===== config.mk =====
export PLATFORM = sky130hd
export DESIGN_NAME = tt_um_carlosgs99_div_4bits_flat
export DESIGN_NICKNAME = d
export VERILOG_FILES = /design/src/rtl/carlosgs99_pkg.sv /design/src/rtl/tt_um_carlosgs99_div_4bits_if.sv /design/src/rtl/tt_um_carlosgs99_div_step.sv /design/src/rtl/tt_um_carlosgs99_div_4bits.sv /design/src/flat_wrapper.sv
export SDC_FILE = /design/constraint.sdc
export NUM_CORES = 1
export LEC_CHECK = 0
export CAP_MARGIN = 20
export CORE_UTILIZATION = 55
export DETAILED_ROUTE_END_ITERATION = 16
export PLACE_DENSITY = 0.8
export SYNTH_ARGS = -nofsm -noshare
export SYNTH_HDL_FRONTEND = slang
export SYNTH_SLANG_ARGS = --single-unit
export TNS_END_PERCENT = 50

===== constraint.sdc =====
create_clock -name io_clk -period 5.5 [get_ports io_clk]
set_input_delay 1.375 -clock io_clk [delete_from_list [all_inputs] [get_ports io_clk]]
set_output_delay 1.375 -clock io_clk [all_outputs]
set_load 0.05 [all_outputs]

===== src/rtl/carlosgs99_pkg.sv =====
// Shared definitions for the carlosgs99 arithmetic tile: divider FSM state codes,
// default operand width and iteration-counter sizing.
package carlosgs99_pkg;

  localparam int BITS = 4;

  typedef logic [1:0] state_t;

  localparam state_t ST_IDLE = 2'd0;
  localparam state_t ST_BUSY = 2'd1;
  localparam state_t ST_DONE = 2'd2;

  // The counter must be able to count the 2*bits iterations.
  function automatic int cnt_width(input int b);
    return $clog2(2 * b + 1);
  endfunction

endpackage


===== src/rtl/tt_um_carlosgs99_div_4bits_if.sv =====
// Start/ready/done handshake and operand/result bus of the sequential divider.
interface tt_um_carlosgs99_div_4bits_if #(
  parameter int bits = 4
);

  logic                start;
  logic [2*bits-1:0]   dividend;
  logic [bits-1:0]     divisor;
  logic                ready;
  logic                done;
  logic                div0;
  logic [2*bits-1:0]   quotient;
  logic [bits-1:0]     remainder;

  modport master (
    output start,
    output dividend,
    output divisor,
    input  ready,
    input  done,
    input  div0,
    input  quotient,
    input  remainder
  );

  modport slave (
    input  start,
    input  dividend,
    input  divisor,
    output ready,
    output done,
    output div0,
    output quotient,
    output remainder
  );

endinterface


===== src/rtl/tt_um_carlosgs99_div_step.sv =====
// One restoring-division iteration: shift the next dividend bit into the partial
// remainder and subtract the divisor if it fits.
module tt_um_carlosgs99_div_step
  import carlosgs99_pkg::*;
#(
  parameter int bits = BITS
) (
  input  logic [bits-1:0] rem,
  input  logic            dvd_msb,
  input  logic [bits-1:0] divisor,
  output logic [bits-1:0] rem_next,
  output logic            qbit
);

  logic        [bits:0] shifted;
  logic signed [bits:0] trial;

  // The partial remainder is always below the divisor, so the shifted value is
  // below twice the divisor and the top bit of the difference is a clean borrow.
  always_comb begin
    shifted  = {rem, dvd_msb};
    trial    = $signed(shifted - {1'b0, divisor});
    qbit     = ~trial[bits];
    rem_next = qbit ? trial[bits-1:0] : shifted[bits-1:0];
  end

endmodule


===== src/rtl/tt_um_carlosgs99_div_4bits.sv =====
// Sequential unsigned restoring divider: 2*bits-wide dividend by bits-wide divisor,
// one quotient bit per clock, start/ready/done handshake.
module tt_um_carlosgs99_div_4bits
  import carlosgs99_pkg::*;
#(
  parameter int bits = BITS
) (
  input  logic                         io_clk,
  input  logic                         io_rst_n,
  tt_um_carlosgs99_div_4bits_if.slave  bus
);

  localparam int CNT_W = cnt_width(bits);
  localparam logic [CNT_W-1:0] LAST = CNT_W'(2 * bits - 1);

  state_t             state;
  state_t             state_nxt;
  logic [CNT_W-1:0]   cnt;
  logic               last;
  logic               accept;
  logic               zero_div;

  logic [2*bits-1:0]  dvd;
  logic [bits-1:0]    dsr;
  logic [bits-1:0]    rem;
  logic [2*bits-2:0]  quo;

  logic [bits-1:0]    rem_next;
  logic               qbit;

  logic               ready;
  logic               done;
  logic [2*bits-1:0]  quotient;
  logic [bits-1:0]    remainder;
  logic               div0;

  assign accept   = (state == ST_IDLE) && bus.start;
  assign zero_div = (bus.divisor == '0);
  assign last     = (cnt == LAST);

  tt_um_carlosgs99_div_step #(
    .bits (bits)
  ) u_step (
    .rem      (rem),
    .dvd_msb  (dvd[2*bits-1]),
    .divisor  (dsr),
    .rem_next (rem_next),
    .qbit     (qbit)
  );

  always_ff @(posedge io_clk or negedge io_rst_n) begin
    if (!io_rst_n) begin
      state <= ST_IDLE;
    end else begin
      state <= state_nxt;
    end
  end

  always_comb begin
    state_nxt = state;
    case (state)
      ST_IDLE: begin
        if (bus.start) begin
          state_nxt = zero_div ? ST_DONE : ST_BUSY;
        end
      end
      ST_BUSY: begin
        if (last) begin
          state_nxt = ST_DONE;
        end
      end
      ST_DONE: state_nxt = ST_IDLE;
      default: state_nxt = ST_IDLE;
    endcase
  end

  always_comb begin
    ready = 1'b0;
    done  = 1'b0;
    case (state)
      ST_IDLE: ready = 1'b1;
      ST_DONE: done  = 1'b1;
      default: begin
        ready = 1'b0;
        done  = 1'b0;
      end
    endcase
  end

  always_ff @(posedge io_clk or negedge io_rst_n) begin
    if (!io_rst_n) begin
      cnt <= '0;
    end else if (state == ST_BUSY) begin
      cnt <= cnt + 1'b1;
    end else begin
      cnt <= '0;
    end
  end

  // Working registers carry no reset: they are always reloaded on an accepted start.
  always_ff @(posedge io_clk) begin
    if (accept) begin
      dvd <= bus.dividend;
      dsr <= bus.divisor;
      rem <= '0;
      quo <= '0;
    end else if (state == ST_BUSY) begin
      dvd <= {dvd[2*bits-2:0], 1'b0};
      rem <= rem_next;
      quo <= {quo[2*bits-3:0], qbit};
    end
  end

  // Results are published only on completion and hold until the next one.
  always_ff @(posedge io_clk or negedge io_rst_n) begin
    if (!io_rst_n) begin
      quotient  <= '0;
      remainder <= '0;
      div0      <= 1'b0;
    end else if (accept && zero_div) begin
      quotient  <= '1;
      remainder <= '0;
      div0      <= 1'b1;
    end else if ((state == ST_BUSY) && last) begin
      quotient  <= {quo, qbit};
      remainder <= rem_next;
      div0      <= 1'b0;
    end
  end

  assign bus.ready     = ready;
  assign bus.done      = done;
  assign bus.quotient  = quotient;
  assign bus.remainder = remainder;
  assign bus.div0      = div0;

endmodule


===== src/flat_wrapper.sv =====
// flat-port wrapper written by rule: the top's interface ports become plain ports
module tt_um_carlosgs99_div_4bits_flat import carlosgs99_pkg::*;
#(
  parameter int bits = BITS
)
  (io_clk, io_rst_n, bus_start, bus_dividend, bus_divisor, bus_ready, bus_done, bus_div0, bus_quotient, bus_remainder);
  tt_um_carlosgs99_div_4bits_if #(.bits(bits)) bus_i ();
  input  logic io_clk;
  input  logic io_rst_n;
  input wire logic [$bits(bus_i.start)-1:0] bus_start;
  input wire logic [$bits(bus_i.dividend)-1:0] bus_dividend;
  input wire logic [$bits(bus_i.divisor)-1:0] bus_divisor;
  output wire logic [$bits(bus_i.ready)-1:0] bus_ready;
  output wire logic [$bits(bus_i.done)-1:0] bus_done;
  output wire logic [$bits(bus_i.div0)-1:0] bus_div0;
  output wire logic [$bits(bus_i.quotient)-1:0] bus_quotient;
  output wire logic [$bits(bus_i.remainder)-1:0] bus_remainder;
  assign bus_i.start = bus_start;
  assign bus_i.dividend = bus_dividend;
  assign bus_i.divisor = bus_divisor;
  assign bus_ready = bus_i.ready;
  assign bus_done = bus_i.done;
  assign bus_div0 = bus_i.div0;
  assign bus_quotient = bus_i.quotient;
  assign bus_remainder = bus_i.remainder;
  tt_um_carlosgs99_div_4bits #(.bits(bits)) u_core (.io_clk(io_clk), .io_rst_n(io_rst_n), .bus(bus_i));
endmodule

After elaboration in Yosys (flattened, before gate mapping)
Cells that the tools add are included.
Operators by class
  bitwise logic cells: 1
  equal/unequal tests: 5
  reduce and logical (&&, ||, !) cells: 8
  mux-type cells: 16
  add/subtract/negate cells: 2
Operators by type and width (count)
  8-bit two-way mux: 4
  4-bit two-way mux: 4
  2-bit two-way mux: 3
  5-bit by 4-bit subtractor with 5-bit output: 1
  4-bit by 1-bit adder with 4-bit output (second input constant): 1
  4-bit by 3-bit equality test with 1-bit output (second input constant): 1
  4-bit zero test: 1
  1-bit two-way mux: 4
  2-bit one-hot mux with 2 select lines: 1
  2-bit nonzero test: 2
  1-bit logical AND: 3
  2-bit by 1-bit equality test with 1-bit output (second input constant): 1
  2-bit equality test (second input constant): 1
  2-bit zero test: 1
  2-bit by 1-bit inequality test with 1-bit output (second input constant): 1
  2-bit inequality test (second input constant): 1
  2-bit AND reduction: 1
  1-bit NOT: 1
Storage, ports and cells
  flip-flop bits (word level): 42
  output and inout port bits: 15

Depth between registers and ports, before layout
  word-level depth: 4
  depth in mapped cells: 9

Cells and area by module
Synthesis repeated with hierarchy kept, for this count alone.
Second synthesis, totals
  cell total of the unflattened synthesis: 148
  area, all modules: 1816.7 um^2
Modules (own cells, without submodules)
  tt_um_carlosgs99_div_4bits: area an instance 1612.8 um^2, instances 1, cells an instance 124, seq. area each 1056.0 um^2
  tt_um_carlosgs99_div_step: area an instance 203.9 um^2, instances 1, cells an instance 24, seq. area each 0.0 um^2

Least setup slack after synthesis
OpenSTA, ideal clock, no wires.
  path type: register to output
  from: register u_core.state[1]
  to: output bus_done
  arrival time: 1.124 ns
  stages on the path, launching flop included: 2
  slack: 3.001 ns
  cells stage by stage: dfrtp_1 > nor2b_1
On the way
  cells in the longest elaborated chain, start to end: 2
Ends and longest elaborated chain
  from (decl): RTL line tt_um_carlosgs99_div_4bits.sv:16  | state_t state;
  from (signal assigned): RTL line tt_um_carlosgs99_div_4bits.sv:55  | state <= state_nxt;
  2-bit equality test: RTL line tt_um_carlosgs99_div_4bits.sv:80  | case (state)
  1-bit two-way mux: RTL line tt_um_carlosgs99_div_4bits.sv:80
  to (decl): RTL line flat_wrapper.sv:14  | output wire logic [$bits(bus_i.done)-1:0] bus_done;
Every way passes these cells.

Worst setup path in the final report
  from: register u_core.state[0]
  to: output bus_ready
On the way
  cells in the longest elaborated chain, start to end: 2
Ends and longest elaborated chain
  2-bit zero test: RTL line tt_um_carlosgs99_div_4bits.sv:80
  1-bit two-way mux: RTL line tt_um_carlosgs99_div_4bits.sv:80
  to (decl): RTL line flat_wrapper.sv:13  | output wire logic [$bits(bus_i.ready)-1:0] bus_ready;
Every way passes these cells.

==> impl_metrics.tcl <==
set metrics [dict create \
    status "completed" \
    cts_resized 0 \
    totalPowerFinal_mw 1.46 \
    critPathLaunchType "flip-flop" \
    cp-end-kind "primary output" \
    critical_path_class "reg -> out" \
    routed_wl_um 3200 \
    crit_path_cell_trace "nor2_1 > clkdlybuf4s50_1" \
    cts.sink_count 42 \
    synth_simple_gate_area_share_pct 7.79 \
    synthDistinctLibCells 36 \
    place.detailed.hpwl_um 2350 \
    synthMuxAreaShare_pct 6.18 \
    synth_xor_area_share_pct 2.88 \
    busiest_layer "met2" \
    synth_top_area_share_pct 26.7 \
    io_pins 30 \
    drt_iter0_drc 28 \
    drc 0 \
    track_usage_pct 21.7 \
    ys_warn_count 0 \
    yosysSeqAreaShare_pct 59.2 \
    dpl_worst_slack_ns 2.16 \
    gr-total-overflow 0 \
    place_inst 211 \
    setup_viol 0 \
    stdcell_count 219 \
    synth_top_family_by_area "compound AO/OA/AOI/OAI gates" \
    rsz0062_at_grt "false" \
    syn_avg_cell_area_um2 12.5 \
    h-tree-depth 2 \
    nNetsFinal 195 \
    layout-area-overhead-vs-synth_pct 21.9 \
    slew_headroom_pct 38.4 \
    antenna_found_initial 0 \
    viasPerCell 5.53 \
    cts_buffers 5 \
    skew_ns 0.00901 \
    nFillCells 236 \
    clock_path_buffers 2 \
    p_leak_nw 0.887 \
    num_antenna_cells 0 \
    gp_congestion 0.756 \
    crit_path_max_incr_delay_ns 0.83 \
    path_max_fanout 7 \
    grt_use_met2_pct 35.9 \
    worst_path_max_delay_cell "clkdlybuf4s50_1" \
    yosysTopAreaCell "dfrtp_1" \
    seq_area_um2 1060 \
    final-hold-violation-count 0 \
    synth_compound_area_share_pct 15.4 \
    synth_ff_type "dfrtp_1" \
    dieArea_um2 3470 \
    peakVddDrop_mv 0.326 \
    met1_usage_pct 26.9 \
    first_global_vias 1220 \
    drv_cap 0 \
    grt_pass1_wl_um 5460 \
    fp.dieW_um 58.9 \
    synth-seq-cells 42 \
    grt_max_degree 20 \
    period_needed_ns 3.21 \
    drive_gt1_share_pct 12.0 \
    vias 1210 \
    setup_tns_ns 0 \
    hold_path_class "reg -> reg" \
    port_buffers 29 \
    worst_pin_slew_ns 0.923 \
    num_rows 20 \
    drv_slew 0 \
    cts_tree "done" \
    synthAdderAreaFrac_pct 4.63 \
    setup_ws_ns 2.29 \
    synthCells 143 \
    insertion_delay_ns 0.34 \
    critPathRequiredTime_ns 4.12 \
    use_met3_pct 5.49 \
    die_h_um 58.9 \
    drt_first_pass_iters 4 \
    synth.area.top_cells "dfrtp_1 (27%), edfxtp_1 (20%), dfxtp_1 (12%), mux2_2 (5.1%), a22o_1 (3.9%)" \
    ant_nets 0 \
    worstPathArrival_ns 1.84 \
    max_freq_mhz 311 \
    syn_nets 164 \
    postCtsHoldBufs 0 \
    async_flop_share_pct 45.2 \
    post_cts_buffers 0 \
    synth_area_um2 1780 \
    core_area_um2 3050 \
    clk_pin_slew_ns 0.12 \
    start_util_pct 58.4 \
    fin_crit_sh_pct 58.4 \
    cts_root_buf "clkbuf_4" \
    p_per_area_nw_per_um2 671 \
    multiInputGateArea_um2 658 \
    synth-edff-count 12 \
    avgRoutedWirePerCell_um 14.6 \
]
routing by layer:
metal	vias to the layer above	share of wire, %
li1	578	-
met1	592	44
met2	32	50
met3	8	4.2
met4	0	1.8
met5	-	0
power by group:
part	internal, mW	leakage, nW	switching [mW]
logic	0.304	0.402	0.417
registers	0.473	0.444	0.0905
clock network	0.0782	0.0410	0.0962
total	0.854	0.887	0.604
path summary, 6_finish.rpt:
path,from,to,slack (ns),cells after the start
max in group asynchronous,io_rst_n,u_core.bus.remainder[2],3.45,1
min in group asynchronous,io_rst_n,u_core.bus.remainder[3],1.51,1
max,u_core.state[0],bus_ready,2.29,2
min,u_core.cnt[0],u_core.cnt[0],0.47,1
min reg2reg,u_core.cnt[0],u_core.cnt[0],0.47,1
max reg2reg,u_core.dvd[7],u_core.rem[0],3.27,9
cells by family after synthesis:
logic type,count (synthesis)
flops,42
compound gates,36
simple gates,28
buf+inv,16
mux,10
fa+ha+maj,6
xor+xnor,5
critical path, delay by kind of cell (launching register included):
| kind | cells | cell delay [ns] |
|---|---|---|
| buffers and inverters | 1 | 0.83 |
| DFF | 1 | 0.47 |
| and+or+nand+nor | 1 | 0.20 |
Yosys cell counts (all sizes together), types with 2 or more instances:
master	count
dfrtp	19
edfxtp	12
dfxtp	11
inv	11
nor2	9
a22o	8
mux2	8
nand2	8
o22a	8
o22ai	8
a21oi	6
ha	5
xor2	4
buf	3
and2	2
clkbuf	2
mux2i	2
nand2b	2
nor2b	2
o211ai	2
final cells by class:
type                            instances  area share [%]
Clock inverter                          1           0.288
Timing Repair Buffer                   29            13.4
Inverter                               11            1.90
Sequential cell                        42            48.6
Tap cell                               44            2.53
Clock buffer                            7            3.05
Multi-Input combinational cell         85            30.3
flip-flops by register name, indices dropped and copies added, names as in the netlist:
name                  count
u_core.bus.quotient       8
u_core.bus.remainder      4
u_core.dvd                8
u_core.rem                4
u_core.bus.div0           1
u_core.cnt                4
u_core.dsr                4
u_core.quo                7
u_core.state              2
metrics by stage:
stage	util [%]	hold slack (ns)	area, um^2
final	71.2	0.473	2170
after global routing	71.2	0.511	2170
after CTS	71.2	0.477	2170
after detailed placement	68.8	0.460	2100
after global placement	68.8	0.449	2100
after floorplan	-	0.433	1780
cells in the final DEF (no fill, tap or decap), types with 2 or more instances in the layout:
cell             synthesis  layout
clkdlybuf4s50_1          0      29
nor2_1                   9       9
o22ai_1                  8       8
clkbuf_4                 0       5
xor2_1                   3       3
nand2b_1                 2       2
nand2_1                  8       8
a22o_1                   8       8
o22a_1                   7       7
inv_1                   11      11
ha_1                     5       5
nor2b_1                  2       2
mux2i_1                  2       2
a21oi_2                  2       2
a21oi_1                  4       4
dfxtp_1                 11      11
o211ai_1                 2       2
dfrtp_1                 19      19
edfxtp_1                12      12
mux2_2                   8       8
No activity file was read; power rests on OpenSTA's default activity.
